### src/rtl/icache_pkg.sv
// ----------------------------------------------------------------------------
// icache_pkg
// Shared definitions for the instruction cache: controller state encoding and
// the default address-field widths used to split a fetch address into
// tag / index / word offset.
// No ports (package).
// ----------------------------------------------------------------------------
package icache_pkg;

  // Default geometry: 16 lines of 4 words (16 B per line).
  localparam int ICACHE_INDEX_WIDTH  = 4;
  localparam int ICACHE_OFFSET_WIDTH = 2;
  localparam int ICACHE_TAG_WIDTH    = 32 - ICACHE_INDEX_WIDTH - ICACHE_OFFSET_WIDTH - 2;

  // Cache controller states.
  typedef enum logic [1:0] {
    IDLE    = 2'd0,
    REFILL  = 2'd1,
    RESPOND = 2'd2
  } icache_state_e;

endpackage

### src/rtl/icache_if.sv
// ----------------------------------------------------------------------------
// icache_if
// Bundled handshakes around the instruction cache.
//   icache_fetch_if : fetcher (master) <-> cache (slave)
//     query_en, query_pc, flush_in   fetcher -> cache
//     data_en, addr_confirm, data    cache -> fetcher
//   icache_mem_if   : cache (master) <-> memory controller (slave)
//     mem_req_en, mem_req_addr       cache -> memory
//     mem_resp_en, mem_resp_data     memory -> cache
// ----------------------------------------------------------------------------
interface icache_fetch_if;
  logic        query_en;
  logic [31:0] query_pc;
  logic        flush_in;
  logic        data_en;
  logic [31:0] addr_confirm;
  logic [31:0] data;

  modport master (output query_en, query_pc, flush_in,
                  input  data_en, addr_confirm, data);
  modport slave  (input  query_en, query_pc, flush_in,
                  output data_en, addr_confirm, data);
endinterface

interface icache_mem_if;
  logic        mem_req_en;
  logic [31:0] mem_req_addr;
  logic        mem_resp_en;
  logic [31:0] mem_resp_data;

  modport master (output mem_req_en, mem_req_addr,
                  input  mem_resp_en, mem_resp_data);
  modport slave  (input  mem_req_en, mem_req_addr,
                  output mem_resp_en, mem_resp_data);
endinterface

### src/rtl/icache_line_array.sv
// ----------------------------------------------------------------------------
// icache_line_array
// Valid / tag / data storage of the direct-mapped instruction cache.
//   clk_i        clock
//   clear_i      synchronous clear of every valid bit
//   rdIndex_i    read line index        rdOffset_i  read word offset
//   rdValid_o    valid bit of the line  rdTag_o     stored tag of the line
//   rdWord_o     stored word (combinational read)
//   wrEn_i       write one data word at wrIndex_i / wrOffset_i with wrData_i
//   setValid_i   mark line setIndex_i valid and store setTag_i as its tag
// ----------------------------------------------------------------------------
module icache_line_array import icache_pkg::*; #(
  parameter int INDEX_WIDTH  = ICACHE_INDEX_WIDTH,
  parameter int OFFSET_WIDTH = ICACHE_OFFSET_WIDTH,
  parameter int TAG_WIDTH    = ICACHE_TAG_WIDTH
) (
  input  logic                    clk_i,
  input  logic                    clear_i,
  input  logic [INDEX_WIDTH-1:0]  rdIndex_i,
  input  logic [OFFSET_WIDTH-1:0] rdOffset_i,
  output logic                    rdValid_o,
  output logic [TAG_WIDTH-1:0]    rdTag_o,
  output logic [31:0]             rdWord_o,
  input  logic                    wrEn_i,
  input  logic [INDEX_WIDTH-1:0]  wrIndex_i,
  input  logic [OFFSET_WIDTH-1:0] wrOffset_i,
  input  logic [31:0]             wrData_i,
  input  logic                    setValid_i,
  input  logic [INDEX_WIDTH-1:0]  setIndex_i,
  input  logic [TAG_WIDTH-1:0]    setTag_i
);

  localparam int LINES = 1 << INDEX_WIDTH;
  localparam int WORDS = 1 << OFFSET_WIDTH;

  logic [LINES-1:0]     valid_q;
  logic [TAG_WIDTH-1:0] tags_q  [LINES];
  logic [31:0]          words_q [LINES][WORDS];

  // Valid bits are the only storage that needs a known value after reset;
  // clearing them is enough to make every stale tag/word unreachable.
  always_ff @(posedge clk_i) begin
    if (clear_i) begin
      valid_q <= '0;
    end else if (setValid_i) begin
      valid_q[setIndex_i] <= 1'b1;
    end
  end

  // Tag is written together with the valid bit once the whole line is in.
  always_ff @(posedge clk_i) begin
    if (setValid_i) begin
      tags_q[setIndex_i] <= setTag_i;
    end
  end

  // One data word per refill beat.
  always_ff @(posedge clk_i) begin
    if (wrEn_i) begin
      words_q[wrIndex_i][wrOffset_i] <= wrData_i;
    end
  end

  // Combinational read port used for the same-cycle tag compare.
  assign rdValid_o = valid_q[rdIndex_i];
  assign rdTag_o   = tags_q[rdIndex_i];
  assign rdWord_o  = words_q[rdIndex_i][rdOffset_i];

endmodule

### src/rtl/icache.sv
// ----------------------------------------------------------------------------
// icache
// Direct-mapped, read-only instruction cache between the instruction fetcher
// and the memory controller's instruction-read port. Hits answer one cycle
// after the query is sampled; misses refill the whole line one word at a time
// and then answer.
//   clk_in   clock
//   rst_in   synchronous active-high reset (clears all valid bits, aborts refill)
//   rdy_in   global ready; low freezes every register
//   fetch    icache_fetch_if.slave  : query_en/query_pc/flush_in in,
//                                     data_en/addr_confirm/data out
//   mem      icache_mem_if.master   : mem_req_en/mem_req_addr out,
//                                     mem_resp_en/mem_resp_data in
// ----------------------------------------------------------------------------
module icache import icache_pkg::*; #(
  parameter int INDEX_WIDTH  = ICACHE_INDEX_WIDTH,
  parameter int OFFSET_WIDTH = ICACHE_OFFSET_WIDTH,
  parameter int TAG_WIDTH    = 32 - INDEX_WIDTH - OFFSET_WIDTH - 2
) (
  input  logic          clk_in,
  input  logic          rst_in,
  input  logic          rdy_in,
  icache_fetch_if.slave fetch,
  icache_mem_if.master  mem
);

  localparam int OFF_LO = 2;
  localparam int IDX_LO = OFFSET_WIDTH + 2;
  localparam int TAG_LO = OFFSET_WIDTH + INDEX_WIDTH + 2;
  localparam logic [OFFSET_WIDTH-1:0] LAST_WORD = '1;

  icache_state_e           state_q;
  logic [31:0]             pc_q;
  logic [OFFSET_WIDTH-1:0] counter_q;
  logic                    killed_q;
  logic [31:0]             respWord_q;
  logic                    dataEn_q;
  logic [31:0]             addrConfirm_q;
  logic [31:0]             data_q;
  logic                    memReqEn_q;
  logic [31:0]             memReqAddr_q;

  logic [INDEX_WIDTH-1:0]  qIndex;
  logic [OFFSET_WIDTH-1:0] qOffset;
  logic [TAG_WIDTH-1:0]    qTag;
  logic [INDEX_WIDTH-1:0]  pcIndex;
  logic [OFFSET_WIDTH-1:0] pcOffset;
  logic [TAG_WIDTH-1:0]    pcTag;
  logic                    rdValid;
  logic [TAG_WIDTH-1:0]    rdTag;
  logic [31:0]             rdWord;
  logic                    hit;
  logic                    accept;
  logic                    beat;
  logic                    lastBeat;
  logic [31:0]             lineBase;
  logic [OFFSET_WIDTH-1:0] counterInc;
  logic                    unusedPcBits;

  // Field split of the incoming query (lookup) and of the latched query
  // (refill target).
  assign qIndex   = fetch.query_pc[IDX_LO +: INDEX_WIDTH];
  assign qOffset  = fetch.query_pc[OFF_LO +: OFFSET_WIDTH];
  assign qTag     = fetch.query_pc[TAG_LO +: TAG_WIDTH];
  assign pcIndex  = pc_q[IDX_LO +: INDEX_WIDTH];
  assign pcOffset = pc_q[OFF_LO +: OFFSET_WIDTH];
  assign pcTag    = pc_q[TAG_LO +: TAG_WIDTH];
  assign unusedPcBits = ^fetch.query_pc[1:0];

  // A query still high in its own response cycle must not be looked up again,
  // hence the data_en term.
  assign accept   = fetch.query_en && !dataEn_q && !fetch.flush_in;
  assign hit      = rdValid && (rdTag == qTag);

  // A refill beat is a memory word arriving while the clock is enabled.
  // Flush does not gate it: the memory handshake always runs to completion.
  assign beat     = rdy_in && (state_q == REFILL) && mem.mem_resp_en;
  assign lastBeat = beat && (counter_q == LAST_WORD);

  assign lineBase   = {fetch.query_pc[31:IDX_LO], {(OFFSET_WIDTH + 2){1'b0}}};
  assign counterInc = counter_q + {{(OFFSET_WIDTH - 1){1'b0}}, 1'b1};

  icache_line_array #(
    .INDEX_WIDTH (INDEX_WIDTH),
    .OFFSET_WIDTH(OFFSET_WIDTH),
    .TAG_WIDTH   (TAG_WIDTH)
  ) u_lines (
    .clk_i     (clk_in),
    .clear_i   (rst_in),
    .rdIndex_i (qIndex),
    .rdOffset_i(qOffset),
    .rdValid_o (rdValid),
    .rdTag_o   (rdTag),
    .rdWord_o  (rdWord),
    .wrEn_i    (beat),
    .wrIndex_i (pcIndex),
    .wrOffset_i(counter_q),
    .wrData_i  (mem.mem_resp_data),
    .setValid_i(lastBeat),
    .setIndex_i(pcIndex),
    .setTag_i  (pcTag)
  );

  // Controller: IDLE looks up accepted queries and answers hits directly;
  // misses walk the line in REFILL word by word, capturing the requested word
  // on the fly, and RESPOND emits the single response unless the query was
  // flushed while the refill was in flight. All outputs are registered here.
  always_ff @(posedge clk_in) begin
    if (rst_in) begin
      state_q       <= IDLE;
      pc_q          <= '0;
      counter_q     <= '0;
      killed_q      <= 1'b0;
      respWord_q    <= '0;
      dataEn_q      <= 1'b0;
      addrConfirm_q <= '0;
      data_q        <= '0;
      memReqEn_q    <= 1'b0;
      memReqAddr_q  <= '0;
    end else if (rdy_in) begin
      case (state_q)
        IDLE: begin
          dataEn_q <= 1'b0;
          killed_q <= 1'b0;
          if (accept) begin
            pc_q <= fetch.query_pc;
            if (hit) begin
              dataEn_q      <= 1'b1;
              data_q        <= rdWord;
              addrConfirm_q <= fetch.query_pc;
            end else begin
              state_q      <= REFILL;
              counter_q    <= '0;
              memReqEn_q   <= 1'b1;
              memReqAddr_q <= lineBase;
            end
          end
        end
        REFILL: begin
          if (fetch.flush_in) begin
            killed_q <= 1'b1;
          end
          if (mem.mem_resp_en) begin
            if (counter_q == pcOffset) begin
              respWord_q <= mem.mem_resp_data;
            end
            if (counter_q == LAST_WORD) begin
              memReqEn_q <= 1'b0;
              state_q    <= RESPOND;
            end else begin
              counter_q    <= counterInc;
              memReqAddr_q <= memReqAddr_q + 32'd4;
            end
          end
        end
        RESPOND: begin
          if (!killed_q && !fetch.flush_in) begin
            dataEn_q      <= 1'b1;
            data_q        <= respWord_q;
            addrConfirm_q <= pc_q;
          end
          killed_q <= 1'b0;
          state_q  <= IDLE;
        end
        default: begin
          state_q <= IDLE;
        end
      endcase
    end
  end

  assign fetch.data_en      = dataEn_q;
  assign fetch.addr_confirm = addrConfirm_q;
  assign fetch.data         = data_q;
  assign mem.mem_req_en     = memReqEn_q;
  assign mem.mem_req_addr   = memReqAddr_q;

endmodule

### src/flat_wrapper.sv
// flat-port wrapper written by rule: the top's interface ports become plain ports
module icache_flat import icache_pkg::*;
#(
  parameter int INDEX_WIDTH  = ICACHE_INDEX_WIDTH,
  parameter int OFFSET_WIDTH = ICACHE_OFFSET_WIDTH,
  parameter int TAG_WIDTH    = 32 - INDEX_WIDTH - OFFSET_WIDTH - 2
)
  (clk_in, rst_in, rdy_in, fetch_query_en, fetch_query_pc, fetch_flush_in, fetch_data_en, fetch_addr_confirm, fetch_data, mem_mem_req_en, mem_mem_req_addr, mem_mem_resp_en, mem_mem_resp_data);
  icache_fetch_if fetch_i ();
  icache_mem_if mem_i ();
  input  logic clk_in;
  input  logic rst_in;
  input  logic rdy_in;
  input wire logic [$bits(fetch_i.query_en)-1:0] fetch_query_en;
  input wire logic [$bits(fetch_i.query_pc)-1:0] fetch_query_pc;
  input wire logic [$bits(fetch_i.flush_in)-1:0] fetch_flush_in;
  output wire logic [$bits(fetch_i.data_en)-1:0] fetch_data_en;
  output wire logic [$bits(fetch_i.addr_confirm)-1:0] fetch_addr_confirm;
  output wire logic [$bits(fetch_i.data)-1:0] fetch_data;
  output wire logic [$bits(mem_i.mem_req_en)-1:0] mem_mem_req_en;
  output wire logic [$bits(mem_i.mem_req_addr)-1:0] mem_mem_req_addr;
  input wire logic [$bits(mem_i.mem_resp_en)-1:0] mem_mem_resp_en;
  input wire logic [$bits(mem_i.mem_resp_data)-1:0] mem_mem_resp_data;
  assign fetch_i.query_en = fetch_query_en;
  assign fetch_i.query_pc = fetch_query_pc;
  assign fetch_i.flush_in = fetch_flush_in;
  assign fetch_data_en = fetch_i.data_en;
  assign fetch_addr_confirm = fetch_i.addr_confirm;
  assign fetch_data = fetch_i.data;
  assign mem_mem_req_en = mem_i.mem_req_en;
  assign mem_mem_req_addr = mem_i.mem_req_addr;
  assign mem_i.mem_resp_en = mem_mem_resp_en;
  assign mem_i.mem_resp_data = mem_mem_resp_data;
  icache #(.INDEX_WIDTH(INDEX_WIDTH), .OFFSET_WIDTH(OFFSET_WIDTH), .TAG_WIDTH(TAG_WIDTH)) u_core (.clk_in(clk_in), .rst_in(rst_in), .rdy_in(rdy_in), .fetch(fetch_i), .mem(mem_i));
endmodule
### config.mk
export PLATFORM = sky130hd
export DESIGN_NAME = icache_flat
export DESIGN_NICKNAME = d
export VERILOG_FILES = /design/src/rtl/icache_pkg.sv /design/src/rtl/icache_if.sv /design/src/rtl/icache_line_array.sv /design/src/rtl/icache.sv /design/src/flat_wrapper.sv
export SDC_FILE = /design/constraint.sdc
export NUM_CORES = 2
export LEC_CHECK = 0
export CELL_PAD_IN_SITES_DETAIL_PLACEMENT = 2
export CELL_PAD_IN_SITES_GLOBAL_PLACEMENT = 2
export CORE_MARGIN = 3
export CORE_UTILIZATION = 50
export CTS_CLUSTER_DIAMETER = 50
export CTS_CLUSTER_SIZE = 28
export DETAILED_ROUTE_END_ITERATION = 6
export GPL_TIMING_DRIVEN = 1
export PLACE_DENSITY = 0.84
export SETUP_SLACK_MARGIN = 0.02
export SLEW_MARGIN = 0
export SYNTH_ARGS = -nofsm -noshare
export SYNTH_HDL_FRONTEND = slang
export SYNTH_HIERARCHICAL = 1
export SYNTH_SLANG_ARGS = --single-unit
### constraint.sdc
create_clock -name clk_in -period 4.8 [get_ports clk_in]
set_clock_uncertainty 0.15 [all_clocks]
set_input_delay 0.96 -clock clk_in [delete_from_list [all_inputs] [get_ports clk_in]]
set_output_delay 0.96 -clock clk_in [all_outputs]
set_load 0.1 [all_outputs]
==> results.cfg, run 1 <==
[placement]
dp_hpwl_um = 255000
portBuffers = 165
place_congestion = 0.835

[status]
outcome = aborted with a tool error
lastStage = 3_5_place_dp
first-error = [ERROR DPL-0033] detailed placement checks failed during check placement.

[synth]
yosysTopAreaCell = edfxtp_1
synth_edf_count = 2432
synthCells = 4888
ys_types = 67
synthTopCellsByArea = edfxtp_1 (72%), mux4_2 (14%), dfxtp_1 (3.6%)
synth_seq_cells = 2613
ys_top_cells_by_count = edfxtp_1 (2432), mux4_2 (621), nand2_1 (223), nor2_1 (223), mux2i_1 (192)
synth_warnings = 6
synth_most_common_cell = edfxtp_1
synth-simple-area-share = 0.0293
synth_area_sq_mm = 0.101
synth_top_area_frac = 0.722
synth_compound_area_frac = 0.0350
yosys.area_share.xor_xnor = 0.00225
synth-adder-area-share = 0.000247
synth_top_family_by_area = multiplexers
postSynth.asyncResetShare = 0
syn_avg_cell_area_sq_um = 20.7
ys_seq_area_frac = 0.758
synth.mux.area_fraction = 0.158
synth_flop_cell = edfxtp_1

[floorplanning]
num_rows = 164
ios = 168
start_util = 0.505
dieHeight_um = 456
die_w_um = 456
==> metrics by stage <==
stage | hold WS, ps | instances | cell area, sq um | worst slack, ps
floorplan | 285 | 4889 | 101000 | 326
global placement | 291 | 7712 | 108000 | 5.51
==> kinds of logic after synthesis <==
family | count (synthesis)
XOR/XNOR | 26
AND/OR/NAND/NOR | 662
flip-flops | 2613
buffers and inverters | 298
adder cells (fa/ha/maj) | 2
AO/OA/AOI/OAI | 466
other | 1
multiplexers | 820
==> inputs of run 2 (changes only) <==
--- a/config.mk
+++ b/config.mk
@@ -5,16 +5,11 @@
 export SDC_FILE = /design/constraint.sdc
 export NUM_CORES = 2
 export LEC_CHECK = 0
-export CELL_PAD_IN_SITES_DETAIL_PLACEMENT = 2
-export CELL_PAD_IN_SITES_GLOBAL_PLACEMENT = 2
 export CORE_MARGIN = 3
-export CORE_UTILIZATION = 50
-export CTS_CLUSTER_DIAMETER = 50
-export CTS_CLUSTER_SIZE = 28
+export CORE_UTILIZATION = 40
 export DETAILED_ROUTE_END_ITERATION = 6
 export GPL_TIMING_DRIVEN = 1
-export PLACE_DENSITY = 0.84
-export SETUP_SLACK_MARGIN = 0.02
+export PLACE_DENSITY_LB_ADDON = 0.15
 export SLEW_MARGIN = 0
 export SYNTH_ARGS = -nofsm -noshare
 export SYNTH_HDL_FRONTEND = slang
==> results.cfg, run 2 <==
[status]
outcome = complete, no violations

[timing]
finalHoldViolCount = 0
setup_viol = 0
finalCritPeriodShare = 0.886
layout_setup_ws_ps = 547
tightest_slew_ps = 1270
slew_viol_final = 0
fin_crit_ps = 4250
rsz0062_at_grt = no
max_slew_margin = 0.155
fmax_ghz = 0.235

[synth]
syn_avg_cell_area_sq_um = 20.7
synth_warnings = 6
ys_seq_area_frac = 0.758
synthCells = 4888
synth_top_area_frac = 0.722
synth_edf_count = 2432
ys_types = 67
ys_top_cells_by_count = edfxtp_1 (2432), mux4_2 (621), nand2_1 (223), nor2_1 (223), mux2i_1 (192)
synthTopCellsByArea = edfxtp_1 (72%), mux4_2 (14%), dfxtp_1 (3.6%)
synth_flop_cell = edfxtp_1
synth_most_common_cell = edfxtp_1
yosysTopAreaCell = edfxtp_1
synth_area_sq_mm = 0.101
synth_seq_cells = 2613
postSynth.asyncResetShare = 0

[global_routing]
grt_pass1_vias = 52209
grt_use_total = 0.218
antenna_found_initial = 19
grt_max_degree = 101
grt_pass1_wl_um = 400000
grt_overflow_total = 0

[drt]
wirelength_um = 283000
drt-initial-drc-count = 5651
dr_total_vias = 51873
ant_nets = 0
firstDrtPassIters = 6
drc_errors = 0
via_per_inst = 5.80
wire_per_inst_um = 31.7

[setup_path]
rr_startpoint = u_core/u_lines/tags_q[7][16]
r2r_slack_ps = 890
critPathKind = in -> reg
worstSetupStartpointType = input port
arrival_ps = 4920
end_kind = flip-flop
required_ps = 5470
reg2reg_to = u_core/fetch.data[13]
r2r_cells = 11
crit_fanout = 25

[cells_and_area]
n_fill_cell = 20639
syn_to_final_growth_pct = 17.1
mostFrequentLayoutCells = edfxtp_1 (2432), mux4_2 (621), clkbuf_16 (300)
final_cells = 8937
nets = 5470
layout_commonest_cell = edfxtp_1
drive_gt1_frac = 0.277
top_register = u_core/u_lines/words_q
largestRegisters = u_core/u_lines/words_q x2048, u_core/u_lines/tags_q x384
largest_reg_flops = 2048

[clock_tree]
cts.repair.resized = 0
cts_tree = done
clk-insertion-delay-late_ps = 910
clk_pin_slew_ps = 60
htreeDepth = 5
post-cts-setup-buffer-count = 0
holdBufCountCts = 0
clock_sinks = 2613
root_buffer = clkbuf_16
cts_buffer_depth = 4
cts_buffers = 295

[floorplanning]
die_w_um = 509
num_rows = 183
dieHeight_um = 509
dieArea_sq_mm = 0.259
fp.coreArea_sq_mm = 0.250
ios = 168
start_util = 0.405

[power_and_ir_drop]
combinationalPowerShare = 0.055
clockPowerShare = 0.431
p_sw_frac = 0.215
leakage_nw = 37.1
ir_worst_vdd_mv = 0.483
p_seq_frac = 0.514
switchingPower_mw = 10.5
pwr_density_cell_mw_per_mm2 = 410
finalPower_mw = 48.6
power.internal_mw = 38.2

[run]
cap_violations = 0

[min_path]
hold_path.class = in -> reg
whs_path_depth = 1
min_to = u_core/u_lines/words_q[1][58]
hold_start = mem_mem_resp_data[26]

[placement]
place_congestion = 0.797
dp_hpwl_um = 166000
place_ws_ps = -374
portBuffers = 165
place_inst = 8430
==> run 2: cell counts after synthesis <==
No cell type changed its count.
==> run 2: power by group through the flow <==
stage	Combinational, mW	Sequential [mW]	Clock, mW
2_1_floorplan	1.29	25.6	0
3_3_place_gp	2.67	25.4	0
3_5_place_dp	2.70	25.5	0
4_1_cts	2.70	25.0	21.4
5_1_grt	2.84	25.0	22.4
6_report	2.68	25.0	21.0
==> run 2: how the worst max path moves through the flow <==
stage                            startpoint                             to  slack, ps  cells past startpoint
after floorplan           fetch_query_pc[5]  u_core/fetch.addr_confirm[26]        330                     15
after global placement    fetch_query_pc[4]          u_core/fetch.data[12]       -400                     14
after detailed placement  fetch_query_pc[4]          u_core/fetch.data[12]       -370                     14
after CTS                 fetch_query_pc[4]          u_core/fetch.data[12]        570                     14
after global routing      fetch_query_pc[4]  u_core/fetch.addr_confirm[25]        370                     14
final                     fetch_query_pc[4]          u_core/fetch.data[13]        550                     14
==> run 2: cells by family after synthesis <==
group / count (synthesis) / share of synthesized area
flops: 2613 / 0.758
other cells: 1 / 0.0000371
simple gates: 662 / 0.0293
buf+inv: 298 / 0.0174
compound gates: 466 / 0.0350
mux: 820 / 0.158
fa+ha+maj: 2 / 0.000247
xor+xnor: 26 / 0.00225
==> run 2: worst max-delay path, cell delays in order <==
cell      delay, ps
buf_8           220
buf_12          220
buf_12          170
mux4_2          510
mux4_2          470
xor2_1          170
nor4_1          810
buf_4           250
nand4_1         120
o21ai_4         300
buf_12          210
buf_12          190
nor2_1           70
a211oi_2        190
==> run 2: final cells by class <==
type                    count  area, sq um  share of cell area
flip-flops and latches   2613        76700               0.647
multi-input cells        1978        23400               0.198
clock buffers             392         7940              0.0670
repair buffers            501         5390              0.0455
well taps                3330         4170              0.0352
clock inverters           109          891             0.00752
inverters                   9         37.5            0.000317
diodes                      5         12.5            0.000106
==> run 2: stage by stage <==
step | setup TNS [ps] | util | cell area, sq um | hold slack, ps
2_1_floorplan | 0 | - | 101000 | 285
3_3_place_gp | -28300 | 0.439 | 110000 | 293
3_5_place_dp | -26100 | 0.439 | 110000 | 304
4_1_cts | 0 | 0.474 | 118000 | 91.1
5_1_grt | 0 | 0.474 | 118000 | 122
6_report | 0 | 0.474 | 119000 | 163
==> run 2: per-layer routing <==
metal	routed length, um	GRT usage
met5	13	0
met4	6900	0.0556
met3	22100	0.0501
met2	134000	0.340
met1	121000	0.309
No activity file was read; power rests on OpenSTA's default activity.
